[src/rtl/fetch_queue.sv]
// Instruction-fetch front end: fetch-PC sequencer, synchronous-read imem request port
// and a DEPTH-entry {inst, pc} queue handed to decode with valid/ready.
module fetch_queue #(
    parameter int                ADDR_W   = 64,
    parameter int                INST_W   = 32,
    parameter int                DEPTH    = 4,
    parameter logic [ADDR_W-1:0] RESET_PC = '0
) (
    input  logic                     clk,
    input  logic                     reset,
    output logic                     imem_req,
    output logic [ADDR_W-1:0]        imem_addr,
    input  logic [INST_W-1:0]        imem_rdata,
    input  logic                     redirect,
    input  logic [ADDR_W-1:0]        redirect_pc,
    output logic                     inst_valid,
    output logic [INST_W-1:0]        inst,
    output logic [ADDR_W-1:0]        inst_pc,
    input  logic                     inst_ready,
    output logic [$clog2(DEPTH):0]   occupancy
);

    localparam int PTR_W = $clog2(DEPTH);
    localparam int CNT_W = PTR_W + 1;
    localparam logic [CNT_W:0] DEPTH_W = (CNT_W + 1)'(DEPTH);

    logic [ADDR_W-1:0] fpc_reg;
    logic              infl_reg;
    logic [ADDR_W-1:0] infl_pc_reg;
    logic [PTR_W-1:0]  rd_ptr_reg;
    logic [PTR_W-1:0]  wr_ptr_reg;
    logic [CNT_W-1:0]  count_reg;

    logic [INST_W-1:0] inst_q [DEPTH];
    logic [ADDR_W-1:0] pc_q   [DEPTH];

    logic              pop;
    logic              push;
    logic [CNT_W:0]    space;
    logic              unused_pc_bits;

    assign unused_pc_bits = ^redirect_pc[1:0];

    // A slot is reserved for the in-flight fetch, so a push can never overflow.
    assign pop      = inst_valid & inst_ready;
    assign space    = DEPTH_W + (CNT_W + 1)'(pop)
                      - {1'b0, count_reg} - (CNT_W + 1)'(infl_reg);
    assign imem_req = ~reset & ~redirect & (space != '0);
    assign push     = infl_reg & ~redirect;

    assign imem_addr  = fpc_reg;
    assign inst_valid = (count_reg != '0);
    assign inst       = inst_q[rd_ptr_reg];
    assign inst_pc    = pc_q[rd_ptr_reg];
    assign occupancy  = count_reg;

    always_ff @(posedge clk) begin
        if (reset) begin
            fpc_reg    <= RESET_PC;
            infl_reg   <= 1'b0;
            rd_ptr_reg <= '0;
            wr_ptr_reg <= '0;
            count_reg  <= '0;
        end else if (redirect) begin
            fpc_reg    <= {redirect_pc[ADDR_W-1:2], 2'b00};
            infl_reg   <= 1'b0;
            rd_ptr_reg <= '0;
            wr_ptr_reg <= '0;
            count_reg  <= '0;
        end else begin
            if (imem_req) begin
                fpc_reg  <= fpc_reg + ADDR_W'(4);
                infl_reg <= 1'b1;
            end else begin
                infl_reg <= 1'b0;
            end
            if (push) begin
                wr_ptr_reg <= wr_ptr_reg + PTR_W'(1);
            end
            if (pop) begin
                rd_ptr_reg <= rd_ptr_reg + PTR_W'(1);
            end
            count_reg <= count_reg + CNT_W'(push) - CNT_W'(pop);
        end
    end

    always_ff @(posedge clk) begin
        if (imem_req) begin
            infl_pc_reg <= fpc_reg;
        end
    end

    // Per-entry storage; no reset needed because count gates visibility.
    for (genvar gi = 0; gi < DEPTH; gi++) begin : g_entry
        always_ff @(posedge clk) begin
            if (!reset && push && (wr_ptr_reg == PTR_W'(gi))) begin
                inst_q[gi] <= imem_rdata;
                pc_q[gi]   <= infl_pc_reg;
            end
        end
    end

endmodule

[config.mk]
export PLATFORM = sky130hd
export DESIGN_NAME = fetch_queue
export DESIGN_NICKNAME = d
export VERILOG_FILES = /design/src/rtl/fetch_queue.sv
export SDC_FILE = /design/constraint.sdc
export NUM_CORES = 1
export LEC_CHECK = 0
export ABC_CLOCK_PERIOD_IN_PS = 11970
export BUFFER_PORTS_ARGS = -buffer_cell sky130_fd_sc_hd__clkbuf_2
export CAP_MARGIN = 20
export CORE_ASPECT_RATIO = 0.75
export CORE_UTILIZATION = 35
export DETAILED_ROUTE_END_ITERATION = 16
export PLACE_DENSITY = 0.61
export SYNTH_ARGS = -nofsm -noshare
export SYNTH_HDL_FRONTEND = slang
export SYNTH_SLANG_ARGS = --single-unit
[constraint.sdc]
create_clock -name clk -period 11.97 [get_ports clk]
set_clock_uncertainty 0.1 [all_clocks]
set_input_delay 2.394 -clock clk [delete_from_list [all_inputs] [get_ports clk]]
set_output_delay 2.394 -clock clk [all_outputs]
set_load 0.1 [all_outputs]
==> results of run 1 <==
-- cell type report --
type,count,area [um2],share of cell area [%]
diodes,2,5.00,0.0211
clock buffers,66,1380,5.80
clock inverters,27,259,1.09
inverters,18,68.8,0.290
multi-input cells,528,4990,21.1
flip-flops and latches,510,14600,61.6
well taps,731,915,3.86
repair buffers,279,1490,6.27
-- synth_stat cells, drive strengths merged, types with 15 or more instances --
| library cell | number | share of area [%] |
|---|---|---|
| nor3 | 19 | 0.48 |
| edfxtp | 438 | 66 |
| inv | 17 | 0.32 |
| xnor2 | 23 | 1.0 |
| or4 | 15 | 0.59 |
| mux4 | 94 | 11 |
| buf | 16 | 0.40 |
| nand4 | 31 | 1.1 |
| and3 | 22 | 0.69 |
| nor2 | 70 | 1.3 |
| nand2 | 35 | 0.66 |
| a211oi | 23 | 0.87 |
| clkbuf | 42 | 0.79 |
| nand3 | 27 | 0.68 |
| nor4 | 15 | 0.58 |
| dfxtp | 72 | 7.3 |
-- worst max-delay path, cell delays in order --
cell and delay, ns:
clkbuf_2 0.08, and2_1 0.25, fa_1 0.42, ha_1 0.29, or2_2 0.40, o21ai_2 0.21
clkinv_2 0.47, clkbuf_2 0.55
-- metrics by stage --
stage	cells	worst slack (ns)	util, %
finish	2161	4.38	42.3
global route	2160	4.23	42.3
CTS	2156	4.33	42.2
detailed placement	2063	4.33	39.3
global placement	2063	4.36	39.3
floorplan	1114	4.07	-
-- power by group through the flow --
stage          Combinational [uW]  Sequential, uW  Clock, uW
5_1_grt                       350            2030       1690
3_5_place_dp                  336            2060          0
4_1_cts                       337            2020       1630
6_report                      335            2020       1580
2_1_floorplan                 161            2140          0
3_3_place_gp                  334            2060          0
-- how the worst max path moves through the flow --
| stage | startpoint | endpoint | slack, ns | depth (start not counted) |
|---|---|---|---|---|
| 5_1_grt | inst_ready | imem_req | 4.23 | 8 |
| 3_3_place_gp | inst_ready | imem_req | 4.36 | 8 |
| 4_1_cts | inst_ready | imem_req | 4.33 | 8 |
| 2_1_floorplan | inst_ready | imem_req | 4.07 | 6 |
| 3_5_place_dp | inst_ready | imem_req | 4.33 | 8 |
| 6_report | inst_ready | imem_req | 4.38 | 8 |
-- layer usage --
layer,vias to the layer above,part of all wire [%]
met5,-,0.050
li1,5087,-
met3,74,9.0
met4,4,1.5
met1,5886,44
met2,458,45
-- cell families after synthesis --
group	share of synthesized area [%]
simple gates	7.64
other cells	0.0189
buf+inv	1.53
flops	73.5
xor+xnor	1.54
compound gates	3.91
fa+ha+maj	0.706
mux	11.2
==> impl_summary.log, run 1 <==
INFO  metric run_status = finished clean
INFO  metric postCtsSetupBuffers = 0
INFO  metric num_rows = 75
INFO  metric first_global_vias = 11,200
INFO  metric synthesis.instances = 1,111
INFO  metric drt_pass1_iterations = 5
INFO  metric setup_viol = 0
INFO  metric average_wire_per_cell_in_the_routed_design = ~24 um
INFO  metric layout-drive-gt1-share = between 30% and 40%
INFO  metric drv_slew = 0
INFO  metric reg_top3 = pc_q: 248 flops, inst_q: 128 flops
INFO  metric cp.required = 9.48 ns
INFO  metric ys_ff_latch = about 500
INFO  metric clkSinkCount = ~500
INFO  metric cts_buffers = 51
INFO  metric worstPathMaxFanout = 27
INFO  metric mappedNetlistArea = just under 0.02 mm2
INFO  metric drt_iter0_markers = 946
INFO  metric layout.filler_cells = 5,033
INFO  metric worstSetupStartpointType = input pin
INFO  metric gr-usage-met3 = between 5 and 6%
INFO  metric synth_top_flop_cell = edfxtp_1
INFO  metric setup.worst_path.class = input pin to primary output
INFO  metric period_share = 63.4%
INFO  metric layout.cells.most_common_list = edfxtp_1, clkbuf_2, mux4_2, nor2_1, dfxtp_1
INFO  metric internal_power = a little under 3000 uW
INFO  metric switching_share = roughly a quarter
INFO  metric pwr-share-comb = ~8.5%
INFO  metric synth_cell_type_count = between 60 and 70
INFO  metric worstHoldEndpoint = pc_q[0][35]$_DFFE_PP_
INFO  metric maximum_number_of_pins_on_one_net_before_global_route_repair = 66
INFO  metric timing.critical_path.arrival = approximately 5 ns
INFO  metric worst_skew_pair.late_latency = around 0.6 ns
INFO  metric vias = approximately 12,000
INFO  metric largest-register = pc_q
INFO  metric grt_first_pass_wirelength = roughly 76,000 um
INFO  metric p_switching = between 900 and 1000 uW
INFO  metric place_congestion = roughly 0.87
INFO  metric synth_area_per_cell = between 15 and 20 um2
INFO  metric vdd_drop_max = roughly 96 uV
INFO  metric clock_tree.root_cell = clkbuf_16
INFO  metric grt.busiest_layer = met2
INFO  metric r2r_setup_slack = roughly 7 ns
INFO  metric dp_hpwl = 34,000 um
INFO  metric grt_antenna_before_repair = 3
INFO  metric finish.instance_area = 0.0237 mm2
INFO  metric crit-reg2reg-capture = imem_addr[41]$_SDFFE_PP0P_
INFO  metric final.hold.worst_slack = between 0.3 and 0.4 ns
INFO  metric worst_slew_margin_rel = around a quarter
INFO  metric hold_buffers = 0
INFO  metric wirelength = approximately 52,000 um
INFO  metric fp.dieW = between 200 and 300 um
INFO  metric endpoint_kind = primary output
INFO  metric timing.max_cap.violations = 0
INFO  metric clock.fmax = between 100 and 150 MHz
INFO  metric seq_power_share = around half
INFO  metric worstRegToRegCells = 11
INFO  metric min_path_cells = 0
INFO  metric area_growth = 19.4%
INFO  metric die_area = about 0.058 mm2
INFO  metric die_height = approximately 210 um
INFO  metric regToRegStartpoint = occupancy[2]$_SDFF_PN0_
INFO  metric max_reg_flops = between 200 and 250
INFO  metric route.detailed.drc = 0
INFO  metric synth_enable_flop_cells = between 400 and 500
INFO  metric detail_route.vias_per_cell = around 5.3
INFO  metric detail-route-antenna-nets = 0
INFO  metric cts.path.max_buffers = 3
INFO  metric io_port_bufs = between 200 and 300
INFO  metric pwr_density_cell = roughly 170 mW/mm2
INFO  metric grt.total_usage = around 18%
INFO  metric grt_setup_unrepaired = false
INFO  metric grt_overflow_total = 0
INFO  metric yosysSeqAreaShare = 73.5%
INFO  metric worst_hold_path_type = register to register
INFO  metric ys_warns = 0
INFO  metric gr-usage-met1 = about a quarter
INFO  metric layout_min_cycle_time = roughly 7.6 ns
INFO  metric starting_utilization_of_the_core_area = ~35%
INFO  metric grt_use_met2 = between 20% and 30%
INFO  metric timing_hold_violations_final = 0
INFO  metric cts_resized = 0
INFO  metric worstHoldStart = infl_pc_reg[35]$_DFFE_PP_
INFO  metric path_clk_slew = about 0.06 ns
INFO  metric layout_commonest_cell = edfxtp_1
INFO  metric power.static_leakage = ~0.0080 uW
INFO  metric total_power = slightly below 4000 uW
INFO  metric tritoncts_clock_tree = done
INFO  metric power.clock.fraction = between 40% and 50%
INFO  metric htree_num_levels = 2
INFO  metric worst_margin_pin_slew = ~1.1 ns
INFO  metric fp.coreArea = ~0.056 mm2
INFO  metric pin_count = about 270
INFO  metric cell_area_after_placement = 0.0220 mm2
INFO  metric number_of_nets_in_the_finished_design = about 1,500
INFO  metric timing.setup.tns = 0 ns
INFO  metric synth-async-reset-ratio = 0%
Note: power is estimated with default switching activity, not from simulation.
==> run 2, diff against run 1 <==
--- a/config.mk
+++ b/config.mk
@@ -5,13 +5,13 @@
 export SDC_FILE = /design/constraint.sdc
 export NUM_CORES = 1
 export LEC_CHECK = 0
-export ABC_CLOCK_PERIOD_IN_PS = 11970
+export ABC_CLOCK_PERIOD_IN_PS = 6400
 export BUFFER_PORTS_ARGS = -buffer_cell sky130_fd_sc_hd__clkbuf_2
 export CAP_MARGIN = 20
 export CORE_ASPECT_RATIO = 0.75
 export CORE_UTILIZATION = 35
 export DETAILED_ROUTE_END_ITERATION = 16
-export PLACE_DENSITY = 0.61
+export PLACE_DENSITY = 0.63
 export SYNTH_ARGS = -nofsm -noshare
 export SYNTH_HDL_FRONTEND = slang
 export SYNTH_SLANG_ARGS = --single-unit
==> constraint.sdc (replaced) <==
create_clock -name clk -period 6.4 [get_ports clk]
set_clock_uncertainty 0.1 [all_clocks]
set_input_delay 1.28 -clock clk [delete_from_list [all_inputs] [get_ports clk]]
set_output_delay 1.28 -clock clk [all_outputs]
set_load 0.1 [all_outputs]
==> run 2 against run 1 <==
- sequential share of layout area decreased by 0.17 points
- via count increased by 0.79%
- combinational power increased by 89%
- clock power increased by 87%
- utilization increased by 0.12 points
- first-iteration DRC count increased by 14%
- critical path type is now register to primary output
- critical endpoint unchanged
==> impl_summary.log, run 2 (same netlist as run 1, synthesis figures left out) <==
INFO  metric worstHoldEndpoint = pc_q[0][52]$_DFFE_PP_
INFO  metric power.clock.fraction = 40.1% (about the same)
INFO  metric grt_setup_unrepaired = false
INFO  metric pin_count = 265 (unchanged)
INFO  metric worst-path-buf-inv = 2 (-1)
INFO  metric grt.total_usage = 18.1% (+0.32 points)
INFO  metric number_of_nets_in_the_finished_design = 1,497 (-0.067%)
INFO  metric setup_viol = 0 (unchanged)
INFO  metric worstPathMaxFanout = 13 (-52%)
INFO  metric grt_first_pass_wirelength = 76,300 um (+0.93%)
INFO  metric die_height = 208 um (unchanged)
INFO  metric path_clk_slew = 0.07 ns (about the same)
INFO  metric setup.worst_path.class = register to primary output
INFO  metric seqCellArea = 0.0146 mm2 (unchanged)
INFO  metric layout_commonest_cell = edfxtp_1
INFO  metric cts.path.max_buffers = 3 (unchanged)
INFO  metric drt_iter0_markers = 1,078 (+14%)
INFO  metric period_share = around 80%
INFO  metric regToRegStartpoint = occupancy[2]$_SDFF_PN0_
INFO  metric fp.dieW = 277 um (unchanged)
INFO  metric pwr_density_cell = 310 mW/mm2 (+87%)
INFO  metric min_path_cells = 0 (unchanged)
INFO  metric first_global_vias = 11,400 (+1.4%)
INFO  metric area_growth = 19.7%
INFO  metric clkSinkCount = 510 (unchanged)
INFO  metric crit_slowest_cell = o21ai_2
INFO  metric crit_cells = 8 (unchanged)
INFO  metric worstHoldStart = infl_pc_reg[52]$_DFFE_PP_
INFO  metric vdd_drop_max = 174 uV (+81%)
INFO  metric multi_input_comb_area = 0.00499 mm2 (unchanged)
INFO  metric slowest_delay = 0.47 ns (-0.08 ns)
INFO  metric hold_buffers = 0 (unchanged)
INFO  metric max_reg_flops = 248 (unchanged)
INFO  metric route.detailed.drc = 0 (unchanged)
INFO  metric endpoint_kind = primary output
INFO  metric timing.critical_path.arrival = 3.86 ns (-1.23 ns)
INFO  metric worst_margin_pin_slew = 1.10 ns (-0.00730 ns)
INFO  metric fp.coreArea = 0.0560 mm2 (unchanged)
INFO  metric internal_power = 5530 uW (+87%)
INFO  metric cts_buffers = 50 (-2.0%)
INFO  metric htree_num_levels = 2 (unchanged)
INFO  metric worst_hold_path_type = register to register
INFO  metric crit-reg2reg-capture = imem_addr[57]$_SDFFE_PP0P_
INFO  metric postCtsSetupBuffers = 0 (unchanged)
INFO  metric timing.setup.tns = 0 ns (unchanged)
INFO  metric grt_overflow_total = 0 (unchanged)
INFO  metric power.static_leakage = 0.00801 uW (+0.52%)
INFO  metric vias = 11,600 (+0.79%)
INFO  metric dp_hpwl = 34,800 um (+2.2%)
INFO  metric clock_tree.root_cell = clkbuf_16
INFO  metric worst_skew_pair.late_latency = 0.61 ns (about the same)
INFO  metric switching_share = 25.1% (+0.042 points)
INFO  metric seq_power_share = 51.3% (about the same)
INFO  metric grt_antenna_before_repair = 2 (-1)
INFO  metric wirelength = 52,600 um (+1.7%)
INFO  metric pwr-share-comb = 8.6% (about the same)
INFO  metric place_congestion = 0.909 (+4.2%)
INFO  metric maximum_number_of_pins_on_one_net_before_global_route_repair = 63 (-4.5%)
INFO  metric timing_hold_violations_final = 0 (unchanged)
INFO  metric layout.cells.most_common_list = edfxtp_1, clkbuf_2, mux4_2, nor2_1, dfxtp_1
INFO  metric worst_slew_margin_rel = 25.7% (+0.49 points)
INFO  metric average_wire_per_cell_in_the_routed_design = 24.4 um (+1.7%)
INFO  metric worstRegToRegCells = 11 (unchanged)
INFO  metric placed_cell_count = 2,066 (+0.15%)
INFO  metric path_cells = or3_1 -> and2_1 -> fa_1 -> ha_1 -> or2_2 -> o21ai_2 -> clkinvlp_4 -> clkbuf_2
INFO  metric detail-route-antenna-nets = 0 (unchanged)
INFO  metric io_port_bufs = 258 (unchanged)
INFO  metric layout_min_cycle_time = between 5 and 6 ns
INFO  metric run_status = finished clean
INFO  metric clock.fmax = between 150 and 200 MHz
INFO  metric detail_route.vias_per_cell = 5.37 (+0.84%)
INFO  metric timing.max_cap.violations = 0 (unchanged)
INFO  metric cts_resized = 0 (unchanged)
INFO  metric drt_pass1_iterations = 5 (unchanged)
INFO  metric cp_top_family = simple AND/OR/NAND/NOR gates
INFO  metric starting_utilization_of_the_core_area = 35.5% (unchanged)
INFO  metric layout-drive-gt1-share = 33.6% (+0.72 points)
INFO  metric die_area = 0.0577 mm2 (unchanged)
INFO  metric p_switching = 1850 uW (+88%)
INFO  metric reg_top3 = pc_q: 248 flops, inst_q: 128 flops
INFO  metric layout.filler_cells = 5,039 (+0.12%)
INFO  metric largest-register = pc_q
INFO  metric num_rows = 75 (unchanged)
INFO  metric cp.required = 5.02 ns (-4.46 ns)
INFO  metric final_cell_count_no_fill = 2,160 (-0.046%)
INFO  metric tritoncts_clock_tree = done
INFO  metric r2r_setup_slack = 2.01 ns (-4.97 ns)
INFO  metric drv_slew = 0 (unchanged)
INFO  metric worstSetupStartpointType = register
-- run 2: cell count changes in the layout (fill, tap and decap cells not counted), moves of 2 or more --
cell and delta:
clkinv_1 -7, bufinv_16 -4, clkinv_2 -2, buf_12 +5, clkbuf_2 +2, clkbuf_8 +11, buf_4 -2, clkinv_4 +3
clkbuf_1 -4, clkinvlp_4 -2, buf_16 -2
-- run 2: area by class of cell --
type,instances,area share [%]
Sequential cell,510,61.4
Multi-Input combinational cell,528,21.0
Clock buffer,77,6.54
Timing Repair Buffer,279,6.36
Tap cell,731,3.85
Clock inverter,15,0.495
Inverter,18,0.300
Antenna cell,2,0.0211
-- run 2: how the worst max path moves through the flow --
| stage | endpoint | from | slack (ns) |
|---|---|---|---|
| final | imem_req | occupancy[2]$_SDFF_PN0_ | 1.16 |
| after global routing | imem_req | occupancy[2]$_SDFF_PN0_ | 1.02 |
| after CTS | imem_req | occupancy[2]$_SDFF_PN0_ | 1.15 |
| after detailed placement | imem_req | inst_ready | 1.19 |
| after global placement | imem_req | inst_ready | 1.22 |
| after floorplan | imem_req | occupancy[2]$_SDFF_PN0_ | 0.59 |
-- run 2: worst register-to-register path: stages (launching register included) --
cell and delay, ns:
dfxtp_1 0.38, or3_1 0.41, and2_1 0.24, fa_1 0.39
ha_1 0.30, or2_2 0.27, o21ai_2 0.22, clkinvlp_4 0.20
buf_4 0.58, nand3_1 0.39, or4_1 0.58, a311oi_1 0.25
-- run 2: power by group through the flow --
stage	Clock [uW]	Combinational (uW)	Sequential, uW
CTS	3040	637	3780
floorplan	0	302	4000
global placement	0	630	3850
detailed placement	0	636	3850
finish	2960	634	3780
global route	3140	662	3790
-- run 2: stage by stage --
stage	hold WS (ns)	power, uW	util (%)	instance area [um2]	setup slack [ns]
global placement	0.365	4480	39.4	22100	1.22
floorplan	0.359	4300	-	19900	0.592
global route	0.406	7600	42.4	23800	1.02
detailed placement	0.384	4490	39.4	22100	1.19
finish	0.391	7380	42.4	23800	1.16
CTS	0.391	7460	42.4	23800	1.15
-- run 2: metal layers --
layer | wire (um) | up-vias | share of wire, % | track usage, %
li1 | - | 5084 | - | -
met1 | 22500 | 5948 | 43 | 24.9
met2 | 23900 | 501 | 45 | 27.9
met3 | 5310 | 65 | 10 | 5.88
met4 | 856 | 2 | 1.6 | 4.27
met5 | 12 | - | 0.023 | 0
==> run 3, diff against run 2 <==
--- a/config.mk
+++ b/config.mk
@@ -5,13 +5,14 @@
 export SDC_FILE = /design/constraint.sdc
 export NUM_CORES = 1
 export LEC_CHECK = 0
-export ABC_CLOCK_PERIOD_IN_PS = 6400
+export ABC_AREA = 1
+export ABC_CLOCK_PERIOD_IN_PS = 5000
 export BUFFER_PORTS_ARGS = -buffer_cell sky130_fd_sc_hd__clkbuf_2
 export CAP_MARGIN = 20
 export CORE_ASPECT_RATIO = 0.75
 export CORE_UTILIZATION = 35
 export DETAILED_ROUTE_END_ITERATION = 16
-export PLACE_DENSITY = 0.63
+export PLACE_DENSITY = 0.61
 export SYNTH_ARGS = -nofsm -noshare
 export SYNTH_HDL_FRONTEND = slang
 export SYNTH_SLANG_ARGS = --single-unit
==> constraint.sdc (replaced) <==
create_clock -name clk -period 5 [get_ports clk]
set_clock_uncertainty 0.1 [all_clocks]
set_input_delay 1 -clock clk [delete_from_list [all_inputs] [get_ports clk]]
set_output_delay 1 -clock clk [all_outputs]
set_load 0.1 [all_outputs]
==> run 3 against run 2 <==
- synthesized cell count is 72% higher
- largest power group unchanged
- register-to-register slack worse by 0.28 ns
- die area up 6.0%
- wire length increased by 16%
- count of clock-buffer cells in the layout is 8 lower
- largest cell class unchanged
- clock power is 18% higher
- sequential cell count unchanged
- hold slack lost 0.027 ns
==> impl_summary.log, run 3 <==
INFO  metric synth_top_area_share = 62.4% (-3.8 points)
INFO  metric synth-simple-area-share = 15.3% (+7.7 points)
INFO  metric cts_buffers = 51 (+2.0%)
INFO  metric layout_commonest_cell = edfxtp_1
INFO  metric xor_and_xnor_area_share_after_synthesis = 0.249% (-1.3 points)
INFO  metric worstPathMaxFanout = 92 (+79)
INFO  metric vias = 15,100 (+31%)
INFO  metric starting_utilization_of_the_core_area = 35.6% (+0.11 points)
INFO  metric placed_cell_count = 2,896 (+40%)
INFO  metric drt_pass1_iterations = 5 (unchanged)
INFO  metric clkSinkCount = 510 (unchanged)
INFO  metric detail_route.vias_per_cell = 5.06 (-5.8%)
INFO  metric dp_hpwl = 39,800 um (+15%)
INFO  metric die_height = 215 um (+3.0%)
INFO  metric pwr_density_cell = 373 mW/mm2 (+20%)
INFO  metric number_of_nets_in_the_finished_design = 2,269 (+52%)
INFO  metric worst_skew_pair.late_latency = 0.60 ns (about the same)
INFO  metric timing.critical_path.arrival = 3.03 ns (-0.83 ns)
INFO  metric r2r_setup_slack = 1.73 ns (-0.28 ns)
INFO  metric die_area = 0.0612 mm2 (+6.0%)
INFO  metric route.detailed.drc = 0 (unchanged)
INFO  metric setup.worst_path.class = register to primary output
INFO  metric combinational_family_with_the_most_area_after_synthesis = simple AND/OR/NAND/NOR gates
INFO  metric layout_min_cycle_time = 4.13 ns
INFO  metric postCtsSetupBuffers = 0 (unchanged)
INFO  metric worstHoldStart = rd_ptr_reg[1]$_SDFFE_PN0P_
INFO  metric num_rows = 77 (+2.7%)
INFO  metric path_clk_slew = 0.06 ns (about the same)
INFO  metric final_cell_count_no_fill = 2,994 (+39%)
INFO  metric timing.max_cap.violations = 0 (unchanged)
INFO  metric wirelength = 60,800 um (+16%)
INFO  metric netlist_top_cells_area = edfxtp_1, dfxtp_1, nor2_1
INFO  metric cts.path.max_buffers = 3 (unchanged)
INFO  metric netlist_top_cells_count = edfxtp_1, nor2_1, nand2_1
INFO  metric reg_top3 = pc_q: 248 flops, inst_q: 128 flops
INFO  metric synth_compound_gate_area_share = 10.7% (+6.8 points)
INFO  metric largest-register = pc_q
INFO  metric clock.fmax = between 200 and 250 MHz
INFO  metric power.static_leakage = 0.00885 uW (+11%)
INFO  metric finish.utilization = 42.0% (-0.46 points)
INFO  metric pin_count = 265 (unchanged)
INFO  metric hold_buffers = 0 (unchanged)
INFO  metric clock_tree.root_cell = clkbuf_16
INFO  metric synth-async-reset-ratio = 0% (unchanged)
INFO  metric tritoncts_clock_tree = done
INFO  metric layout.cells.most_common_list = edfxtp_1, nor2_1, nand2_1, clkbuf_2, o21ai_0
INFO  metric synthesis.instances = 1,910 (+72%)
INFO  metric synth_cell_type_count = 39 (-38%)
INFO  metric grt_first_pass_wirelength = 90,000 um (+18%)
INFO  metric run_status = finished clean
INFO  metric worstRegToRegCells = 16 (+5)
INFO  metric layout_setup_ws = 0.874 ns (-0.285 ns)
INFO  metric worstSetupStartpointType = register
INFO  metric mappedNetlistArea = 0.0211 mm2 (+6.1%)
INFO  metric drv_slew = 0 (unchanged)
INFO  metric synth_enable_flop_cells = 438 (unchanged)
INFO  metric period_share = around 83%
INFO  metric layout-drive-gt1-share = 19.0% (-15 points)
INFO  metric synth_area_per_cell = 11.0 um2 (-38%)
INFO  metric regToRegStartpoint = occupancy[1]$_SDFF_PN0_
INFO  metric timing_hold_violations_final = 0 (unchanged)
INFO  metric fp.coreArea = 0.0593 mm2 (+5.8%)
INFO  metric synth_most_common_cell = edfxtp_1
INFO  metric grt_overflow_total = 0 (unchanged)
INFO  metric worst_margin_pin_slew = 0.877 ns (-0.226 ns)
INFO  metric share_of_cell_area_taken_by_muxes_after_synthesis = 0% (-11 points)
INFO  metric setup_viol = 0 (unchanged)
INFO  metric min_path_cells = 2 (+2)
INFO  metric area_growth = 18.0%
INFO  metric post-place-ws = 1.27 ns (+0.0720 ns)
INFO  metric worst_slew_margin_rel = 41.5% (+16 points)
INFO  metric grt.total_usage = 19.5% (+1.4 points)
INFO  metric grt_setup_unrepaired = false
INFO  metric first_global_vias = 14,400 (+26%)
INFO  metric ys_ff_latch = 510 (unchanged)
INFO  metric max_reg_flops = 248 (unchanged)
INFO  metric detail-route-antenna-nets = 0 (unchanged)
INFO  metric cp.required = 3.90 ns (-1.12 ns)
INFO  metric ys_warns = 0 (unchanged)
INFO  metric endpoint_kind = primary output
INFO  metric worst_hold_path_type = register to register
INFO  metric cts_resized = 0 (unchanged)
INFO  metric maximum_number_of_pins_on_one_net_before_global_route_repair = 93 (+48%)
INFO  metric synth_top_flop_cell = edfxtp_1
INFO  metric io_port_bufs = 258 (unchanged)
INFO  metric total_power = 9270 uW (+26%)
INFO  metric average_wire_per_cell_in_the_routed_design = 20.3 um (-17%)
INFO  metric place_congestion = 0.911 (+0.18%)
INFO  metric synthAdderAreaFrac = 0.665% (-0.041 points)
INFO  metric grt_antenna_before_repair = 3 (+1)
INFO  metric yosysSeqAreaShare = 69.3% (-4.2 points)
INFO  metric htree_num_levels = 2 (unchanged)
INFO  metric yosysTopAreaCell = edfxtp_1
INFO  metric drt_iter0_markers = 1,162 (+7.8%)
INFO  metric crit-reg2reg-capture = imem_addr[40]$_SDFFE_PP0P_
INFO  metric fp.dieW = 285 um (+3.0%)
INFO  metric vdd_drop_max = 206 uV (+19%)
run 3: layout make-up:
class                   instances  area [um2]
fillers                      5675       34400
flip-flops and latches        510       14600
multi-input cells            1213        5730
repair buffers                291        1700
clock buffers                  69        1340
well taps                     790         988
inverters                      92         354
clock inverters                25         140
diodes                          4        10.0
run 3: per-layer routing:
| metal | vias up | global-route usage [%] | share of wire, % |
|---|---|---|---|
| li1 | 7209 | - | - |
| met1 | 7365 | 27.0 | 45 |
| met2 | 500 | 31.0 | 46 |
| met3 | 65 | 4.22 | 7.1 |
| met4 | 0 | 4.67 | 1.7 |
| met5 | - | 0 | 0 |
run 3: power by group:
| part | internal [uW] | switching, uW | leakage (uW) | total [uW] |
|---|---|---|---|---|
| Sequential | 4730 | 145 | 0.00458 | 4870 |
| Clock | 1890 | 1590 | 0.000730 | 3480 |
| Combinational | 159 | 754 | 0.00355 | 913 |
| Total | 6780 | 2490 | 0.00885 | 9270 |
run 3: how the worst max path moves through the flow:
stage | slack, ns | startpoint | endpoint
finish | 0.87 | register | inst[5]
global route | 0.72 | register | inst[5]
CTS | 0.83 | register | inst[5]
detailed placement | 1.27 | inst_ready | imem_addr[61]$_SDFFE_PP0P_
global placement | 1.31 | inst_ready | imem_addr[50]$_SDFFE_PP0P_
floorplan | -1.23 | redirect | inst_q[0][0]$_DFFE_PP_
run 3: stage by stage:
step	area, um2	hold slack [ns]	TNS (ns)
after floorplan	21100	0.336	-461.72
after global placement	23300	0.343	0
after detailed placement	23400	0.355	0
after CTS	24900	0.367	0
after global routing	24900	0.387	0
final	24900	0.364	0
run 3: critical path: stages (launching register included):
cell	delay, ns
dfxtp_4	0.46
inv_6	0.53
buf_4	0.45
o21ai_0	0.13
o22ai_1	0.22
clkbuf_2	0.51
run 3: logic make-up (layout without fill, tap and decap cells):
| family | after synthesis | after routing |
|---|---|---|
| XOR/XNOR | 6 | 6 |
| adder cells (fa/ha/maj) | 10 | 10 |
| AND/OR/NAND/NOR | 780 | 780 |
| AO/OA/AOI/OAI | 413 | 413 |
| other | 1 | 8 |
| buffers and inverters | 190 | 477 |
| flip-flops | 510 | 510 |
